File: config.mk
export PLATFORM = sky130hd
export DESIGN_NAME = issue_queue
export DESIGN_NICKNAME = d
export VERILOG_FILES = /design/src/rtl/issue_queue_pkg.sv /design/src/rtl/iq_entry_ram.sv /design/src/rtl/issue_queue.sv
export SDC_FILE = /design/constraint.sdc
export NUM_CORES = 1
export LEC_CHECK = 0
export ABC_AREA = 1
export CAP_MARGIN = 20
export CORE_UTILIZATION = 38
export DETAILED_ROUTE_END_ITERATION = 10
export RECOVER_POWER = 50
export SKIP_LAST_GASP = 1
export SLEW_MARGIN = 0
export SYNTH_ARGS = -nofsm -noshare
export SYNTH_HDL_FRONTEND = slang
export SYNTH_SLANG_ARGS = --single-unit
File: constraint.sdc
create_clock -name clk -period 6.1 [get_ports clk]
set_input_delay 0.915 -clock clk [delete_from_list [all_inputs] [get_ports clk]]
set_output_delay 0.915 -clock clk [all_outputs]
set_load 0.01 [all_outputs]
File: src/rtl/issue_queue_pkg.sv
// Shared types and helpers for the in-order issue queue.
// Each entry holds the renamed instruction fields plus a pre-computed exception flag.
package issue_queue_types;

  localparam int IQ_NUM_UNITS  = 8;
  localparam int IQ_READ_PORTS = 2;
  localparam int IQ_ID_W       = 3;
  localparam int IQ_PHYS_W     = 6;

  typedef struct packed {
    logic [31:0]                         pc;
    logic [31:0]                         instruction;
    logic [IQ_ID_W-1:0]                  id;
    logic [IQ_NUM_UNITS-1:0]             unit_needed;
    logic [IQ_READ_PORTS-1:0]            uses_rs;
    logic [IQ_READ_PORTS*IQ_PHYS_W-1:0]  phys_rs;
    logic                                uses_rd;
    logic [IQ_PHYS_W-1:0]                phys_rd;
    logic                                fetch_ok;
    logic                                exc;
  } iq_entry_t;

  // Explicit wrap so DEPTH need not be a power of two.
  function automatic int iq_ptr_inc(input int ptr, input int depth);
    return (ptr == depth - 1) ? 0 : ptr + 1;
  endfunction

endpackage

File: src/rtl/iq_entry_ram.sv
// Entry storage for the issue queue: one synchronous write port, one asynchronous read port.
// Data is not reset; validity is tracked by the occupancy counter in the top level.
module iq_entry_ram
  import issue_queue_types::*;
#(
  parameter int DEPTH = 4,
  parameter int PTR_W = 2
) (
  input  logic             clk,
  input  logic             wr_en,
  input  logic [PTR_W-1:0] wr_ptr,
  input  iq_entry_t        wr_data,
  input  logic [PTR_W-1:0] rd_ptr,
  output iq_entry_t        rd_data
);

  iq_entry_t mem [DEPTH];

  always_ff @(posedge clk) begin
    if (wr_en) mem[wr_ptr] <= wr_data;
  end

  assign rd_data = mem[rd_ptr];

endmodule

File: src/rtl/issue_queue.sv
// In-order issue queue: DEPTH-entry circular buffer, head-only issue to one unit,
// and a registered exception pulse raised from an excepting head entry.
module issue_queue
  import issue_queue_types::*;
#(
  parameter int DEPTH      = 4,
  parameter int NUM_UNITS  = IQ_NUM_UNITS,
  parameter int READ_PORTS = IQ_READ_PORTS,
  parameter int ID_W       = IQ_ID_W,
  parameter int PHYS_W     = IQ_PHYS_W
) (
  input  logic                         clk,
  input  logic                         rst,
  input  logic                         dec_valid,
  output logic                         dec_ready,
  input  logic [31:0]                  dec_pc,
  input  logic [31:0]                  dec_instruction,
  input  logic [ID_W-1:0]              dec_id,
  input  logic [NUM_UNITS-1:0]         dec_unit_needed,
  input  logic [READ_PORTS-1:0]        dec_uses_rs,
  input  logic [READ_PORTS*PHYS_W-1:0] dec_phys_rs,
  input  logic                         dec_uses_rd,
  input  logic [PHYS_W-1:0]            dec_phys_rd,
  input  logic                         dec_fetch_ok,
  input  logic [NUM_UNITS-1:0]         unit_ready,
  input  logic [READ_PORTS-1:0]        rs_inuse,
  input  logic                         issue_hold,
  input  logic                         flush,
  output logic                         head_valid,
  output logic [READ_PORTS*PHYS_W-1:0] head_phys_rs,
  output logic [NUM_UNITS-1:0]         issue_to,
  output logic                         issued,
  output logic [31:0]                  issue_pc,
  output logic [31:0]                  issue_instruction,
  output logic [ID_W-1:0]              issue_id,
  output logic                         issue_uses_rd,
  output logic [PHYS_W-1:0]            issue_phys_rd,
  output logic [$clog2(DEPTH+1)-1:0]   occupancy,
  output logic                         exc_valid,
  output logic [31:0]                  exc_pc,
  output logic [31:0]                  exc_tval
);

  localparam int PTR_W = $clog2(DEPTH);
  localparam int OCC_W = $clog2(DEPTH+1);

  logic [PTR_W-1:0]      rd_ptr, wr_ptr;
  iq_entry_t             wr_entry, head;
  logic                  push, pop, exc_set;
  logic [READ_PORTS-1:0] operand_ready;

  always_comb begin
    wr_entry             = '0;
    wr_entry.pc          = dec_pc;
    wr_entry.instruction = dec_instruction;
    wr_entry.id          = dec_id;
    wr_entry.unit_needed = dec_unit_needed;
    wr_entry.uses_rs     = dec_uses_rs;
    wr_entry.phys_rs     = dec_phys_rs;
    wr_entry.uses_rd     = dec_uses_rd;
    wr_entry.phys_rd     = dec_phys_rd;
    wr_entry.fetch_ok    = dec_fetch_ok;
    wr_entry.exc         = ~dec_fetch_ok | ~|dec_unit_needed;
  end

  iq_entry_ram #(.DEPTH(DEPTH), .PTR_W(PTR_W)) u_ram (
    .clk     (clk),
    .wr_en   (push),
    .wr_ptr  (wr_ptr),
    .wr_data (wr_entry),
    .rd_ptr  (rd_ptr),
    .rd_data (head)
  );

  assign head_valid    = (occupancy != '0);
  assign operand_ready = ~rs_inuse | ~head.uses_rs;

  always_comb begin
    issue_to = '0;
    if (head_valid & ~head.exc & (&operand_ready) & ~issue_hold & ~flush)
      issue_to = head.unit_needed & unit_ready;
  end

  assign issued    = |issue_to;
  assign pop       = issued;
  assign dec_ready = (occupancy < OCC_W'(DEPTH)) | issued;
  assign push      = dec_valid & dec_ready & ~flush;

  assign head_phys_rs      = head.phys_rs;
  assign issue_pc          = head.pc;
  assign issue_instruction = head.instruction;
  assign issue_id          = head.id;
  assign issue_uses_rd     = head.uses_rd;
  assign issue_phys_rd     = head.phys_rd;

  always_ff @(posedge clk or negedge rst) begin
    if (!rst) begin
      rd_ptr    <= '0;
      wr_ptr    <= '0;
      occupancy <= '0;
    end else if (flush) begin
      rd_ptr    <= '0;
      wr_ptr    <= '0;
      occupancy <= '0;
    end else begin
      if (push) wr_ptr <= PTR_W'(iq_ptr_inc(int'(wr_ptr), DEPTH));
      if (pop)  rd_ptr <= PTR_W'(iq_ptr_inc(int'(rd_ptr), DEPTH));
      if (push & ~pop)      occupancy <= occupancy + OCC_W'(1);
      else if (pop & ~push) occupancy <= occupancy - OCC_W'(1);
    end
  end

  // The excepting head is never popped; ~exc_valid keeps the pulse to one cycle.
  assign exc_set = head_valid & head.exc & ~issue_hold & ~flush & ~exc_valid;

  always_ff @(posedge clk or negedge rst) begin
    if (!rst) begin
      exc_valid <= 1'b0;
      exc_pc    <= '0;
      exc_tval  <= '0;
    end else begin
      exc_valid <= exc_set;
      if (exc_set) begin
        exc_pc   <= head.pc;
        exc_tval <= head.fetch_ok ? head.instruction : head.pc;
      end
    end
  end

  a_unit_onehot: assert property (@(posedge clk) disable iff (!rst)
    dec_valid |-> $onehot0(dec_unit_needed));
  a_push_ready: assert property (@(posedge clk) disable iff (!rst)
    push |-> dec_ready);
  a_issue_onehot: assert property (@(posedge clk) disable iff (!rst)
    $onehot0(issue_to));

endmodule
# Yosys cells after proc, flatten, opt, wreduce, memory -nomap -nowiden
# Memory sizes are Yosys's and may differ from the RTL's.
# Index checks and enable logic that the tools add are counted.
[totals]
mem_bits_rw = 392
memories = 1
in_bits = 112
out_inout_bits = 165
regBits = 72
[mem_list]
columns = ["memory", "depth", "word_bits", "read_ports", "rd_ports_with_merged_regs", "wr", "line", "source"]
rows = [
  ["u_ram.mem", 4, 98, 1, 0, 1, "iq_entry_ram.sv:17", "iq_entry_t mem [DEPTH];"],
]
[classes]
addsub = 4
magnitude_cmp = 1
n_mux = 13
n_bitwise = 25
n_eq_ne = 2
n_reduce_logical = 8
[ops]
columns = ["op", "n"]
rows = [
  ["2-to-1 mux 32 bit", 1],
  ["OR reduction 8 bit", 2],
  ["AND 1 bit", 12],
  ["2-to-1 mux 2 bit", 6],
  ["2-to-1 mux 3 bit", 3],
  ["AND 8 bit", 1],
  ["2-to-1 mux 8 bit", 1],
  ["inverter 1 bit", 7],
  ["nonzero test 3 bit", 2],
  ["adder 2 x 1 -> 2 bit (second input constant)", 2],
  ["== test 2 x 1 -> 1 bit (second input constant)", 2],
  ["inverter 2 bit", 2],
  ["nonzero test 2 bit", 2],
  ["adder 3 x 1 -> 3 bit (second input constant)", 1],
  ["less-than comparator 3 bit (second input constant)", 1],
  ["subtractor 3 x 1 -> 3 bit (second input constant)", 1],
  ["2-to-1 mux 1 bit", 2],
  ["bitwise OR 1 bit", 2],
  ["bitwise OR 2 bit", 1],
  ["AND reduction 2 bit", 1],
  ["zero test 1 bit", 1],
]

# Depth between registers and ports, before layout
# An unclocked memory read counts as a cell.
[depth]
ltp_word = 17
depth_mapped = 19
depth_no_buf = 18

# Hierarchy
# A second synthesis with hierarchy kept.
[unflattened]
hier_cells = 1979
area_unflattened_um2 = 19850.3
[modules_own_cells]
columns = ["module", "instances", "area_each_um2", "cells_each"]
rows = [
  ["iq_entry_ram", 1, 16487.1, 1543],
  ["issue_queue", 1, 3363.2, 436],
]

# Least setup slack after synthesis
# Ideal clock, no wire load.
[synth_path]
kind = "input-to-reg"
start = "input port flush"
end = "memory u_ram.mem[0][0] in the netlist's numbering, enable pin"
path_slack_ps = -460
setup_time_ps = 556
arrival_time_ps = 6004
path_stages = 11
required_ps = 5544
path_cell_list = "nor2_1 nand2_1 nor2_2 nand2_1 nor2_2 o21ai_1 nand2_1 nor2_4 nand2_1 nand2_1 nor2_1"
[synth_between]
elab_chain_cells = 9
[synth_rtl]
columns = ["item", "line", "source"]
rows = [
  ["start: declaration", "issue_queue.sv:28", "input logic flush,"],
  ["inverter 1 bit", "issue_queue.sv:80", "if (head_valid & ~head.exc & (&operand_ready) & ~issue_hold & ~flush)"],
  ["AND 1 bit", "issue_queue.sv:80", ""],
  ["2-to-1 mux 8 bit", "issue_queue.sv:80", ""],
  ["OR reduction 8 bit", "issue_queue.sv:84", "assign issued = |issue_to;"],
  ["bitwise OR 1 bit", "issue_queue.sv:86", "assign dec_ready = (occupancy < OCC_W'(DEPTH)) | issued;"],
  ["net dec_ready", "issue_queue.sv:15", "output logic dec_ready,"],
  ["AND 1 bit (2 in series)", "issue_queue.sv:87", "assign push = dec_valid & dec_ready & ~flush;"],
  ["2-to-1 mux 1 bit", "iq_entry_ram.sv:20", "if (wr_en) mem[wr_ptr] <= wr_data;"],
  ["2-to-1 mux 1 bit (implied by the code)", "iq_entry_ram.sv:20", ""],
  ["end: declaration", "iq_entry_ram.sv:17", ""],
]
# The timed path passes the listed nets, and every way through them passes these cells.

# Worst setup path in the final report
[layout_path]
start = "register rd_ptr[0]"
end = "output port issue_pc[27]"
[layout_between]
elab_chain_cells = 1
[layout_rtl]
columns = ["item", "line", "source"]
rows = [
  ["start: declaration", "issue_queue.sv:47", "logic [PTR_W-1:0] rd_ptr, wr_ptr;"],
  ["start signal: assignment", "issue_queue.sv:107", "if (pop) rd_ptr <= PTR_W'(iq_ptr_inc(int'(rd_ptr), DEPTH));"],
  ["memory read (4 x 98 bit)", "-", ""],
  ["end: declaration", "issue_queue.sv:33", "output logic [31:0] issue_pc,"],
]
# No other way between the ends.

==> metrics.txt <==
Via-to-Cell Ratio=5.12; die height=219 um; commonest cells after routing, fill and taps aside=edfxtp_1 (392), nor2_1 (249), o21ai_0 (173); clk slew on worst S/H paths=60 ps; Port-buffer cells=276; pin count of the biggest net entering global routing=93; H-tree levels=2; Arrival @ worst endpoint=3810 ps; Place WS=1770 ps; Initial DRT Pass Iterations=5; initial antenna violation count=6; Register-to-Register Setup Slack=1820 ps; RePlAce Congestion=0.809; Leak=8.05 nW; commonest non-fill, non-tap cell in the layout=edfxtp_1; Max-Cap Viols=2; CTS hold repair buffers=0; Post-Syn Area=0.0179 sq mm; logic gate share of total power=0.199; die footprint=0.0479 sq mm; gr ovfl total=0; vias=11600; Ports=277; clk_lat worst skew=590 ps; register area share after synthesis=0.759; Net Sw Frac=0.269; drt total wl=45900 um; ant diodes=0; Total Power=8.37 mW; setup ws final=1380 ps; Critical R2R Capture=u_ram.mem[1][87]; internal power=6.12 mW; Synthesized Nets=1458; kind of critical path=flip-flop to primary output; RSZ-0062 raised after global routing=false; fin crit share=0.774; max-slew violations=72; CP startpoint=rd_ptr[0]; Chip Width=219 um; Hold Crit Class=input port to asynchronous set/reset pin; CTS resizes=0; Yosys warnings=0; vias in the first global route=11000; crit path max fanout=92; crit path capture type=primary output; minimum clock period=4720 ps; Max transition margin=-0.625; Routed wire per std cell=20.3 um; reg-to-reg critical path startpoint=rd_ptr[0]; final hold vios=0; fill count=4094; std cell rows=79; CTS Root Cell=clkbuf_16; max frequency=212 MHz; CTS buffer count=49; peak supply drop=0.262 mV; mean post-synth cell area=13.3 sq um; CP endpoint=issue_pc[27]; failing checks=capacitance limit, slew limit; Psw=2.25 mW; Antenna Nets Post-Route=0; Seq pwr share=0.472; power share of the clock group=0.329; Synth Instances=1341; # placed instances=2164; Global Route Usage Sum=0.191; setup violators final=0; post-CTS setup buffers=0; number of clock sinks=464; Initial Utilization=0.385; Worst Reg-to-Reg Cells=14; area of the core=0.0465 sq mm; Nets=1726; area grow syn2layout=27.1%; 1st-iter DRT viols=966; Post-Layout Cell Count=2255; first-pass GRT wire length=68500 um; CTS tree=built; hpwl dp=28100 um; Yosys reg bits=464; skew final=23.7 ps; Longest Clk Path Bufs=3; Slew @ Worst Pin=2440 ps; Critical Path Source Type=flip-flop; synth unique cells=31; # DRC=0; layout cells sized above 1=0.0862; ratio of total power to cell area=368 mW/mm^2; Worst Path Required=5180 ps; outcome=complete, but fails checks
-- routing by layer --
layer  routed length (um)  vias to the layer above  track usage  share of wire
met5                   12                        -            0        0.00026
met3                 3170                       71       0.0373          0.069
li1                     -                     5397            -              -
met1                20300                     5681        0.272           0.44
met2                21400                      401        0.297           0.47
met4                  957                        2       0.0542          0.021
-- registers in the layout, indices dropped and copies added (netlist names) --
name	cells
u_ram.mem	392
exc_pc	32
exc_tval	32
occupancy	3
rd_ptr	2
wr_ptr	2
exc_valid	1
-- area by class of cell --
type	instances	area [sq um]	area share
sequential	464	13600	0.598
multi-input combinational	756	3810	0.168
timing repair buffer	299	2940	0.129
clock buffer	61	1290	0.0568
tap	607	759	0.0334
clock inverter	29	191	0.00842
inverter	39	153	0.00672
-- power groups by stage --
stage,clock network (mW),logic (mW),registers (mW)
floorplan,0,0.667,4.12
global placement,0,1.77,4.01
detailed placement,0,1.78,4.03
CTS,2.82,1.79,3.97
global route,2.94,1.82,3.99
finish,2.75,1.67,3.95
-- cell families after synthesis --
group           synth area share
compound gates             0.100
flops                      0.759
fa+ha+maj                0.00392
simple gates              0.0864
mux                       0.0202
buf+inv                   0.0303
-- stage by stage --
| stage | instance area [sq um] | util | hold WS [ps] | TNS (ps) |
|---|---|---|---|---|
| after floorplan | 17900 | - | 500 | -180400 |
| after global placement | 21200 | 0.457 | 490 | 0 |
| after detailed placement | 21300 | 0.458 | 496 | 0 |
| after CTS | 22700 | 0.489 | 81.0 | 0 |
| after global routing | 22700 | 0.489 | 137 | 0 |
| final | 22700 | 0.489 | 149 | 0 |
-- Yosys cell counts (all sizes together) --
master / n / area, sq um
o31ai: 1 / 7.51
nand3: 15 / 90.1
nand2: 122 / 463
nor3b: 1 / 12.5
fa: 1 / 20.0
o22ai: 86 / 538
nor2: 256 / 973
ha: 4 / 50.1
a32oi: 1 / 8.76
dfrtp: 72 / 1800
nor4: 1 / 6.26
a21oi: 8 / 51.3
a31oi: 32 / 200
o21bai: 1 / 7.51
buf: 27 / 186
inv: 39 / 149
edfxtp: 392 / 11800
mux2: 32 / 360
o21ai: 195 / 976
clkbuf: 55 / 206
-- how the worst min path moves through the flow --
stage | startpoint | endpoint | slack, ps | cells past startpoint
after global placement | exc_pc[4] | exc_pc[4] | 490 | 1
final | rst | occupancy[1] | 150 | 1
after CTS | rst | occupancy[1] | 80 | 1
after floorplan | wr_ptr[0] | wr_ptr[0] | 500 | 1
after global routing | rst | occupancy[1] | 140 | 1
after detailed placement | exc_pc[2] | exc_pc[2] | 500 | 1
-- worst max-delay path, stage by stage, from the launching register on --
cell and delay, ps:
dfrtp_4 700, inv_6 580, buf_4 650, o21ai_0 180, o22ai_1 420, clkdlybuf4s50_1 640
Power figures use the tool's default switching activity.
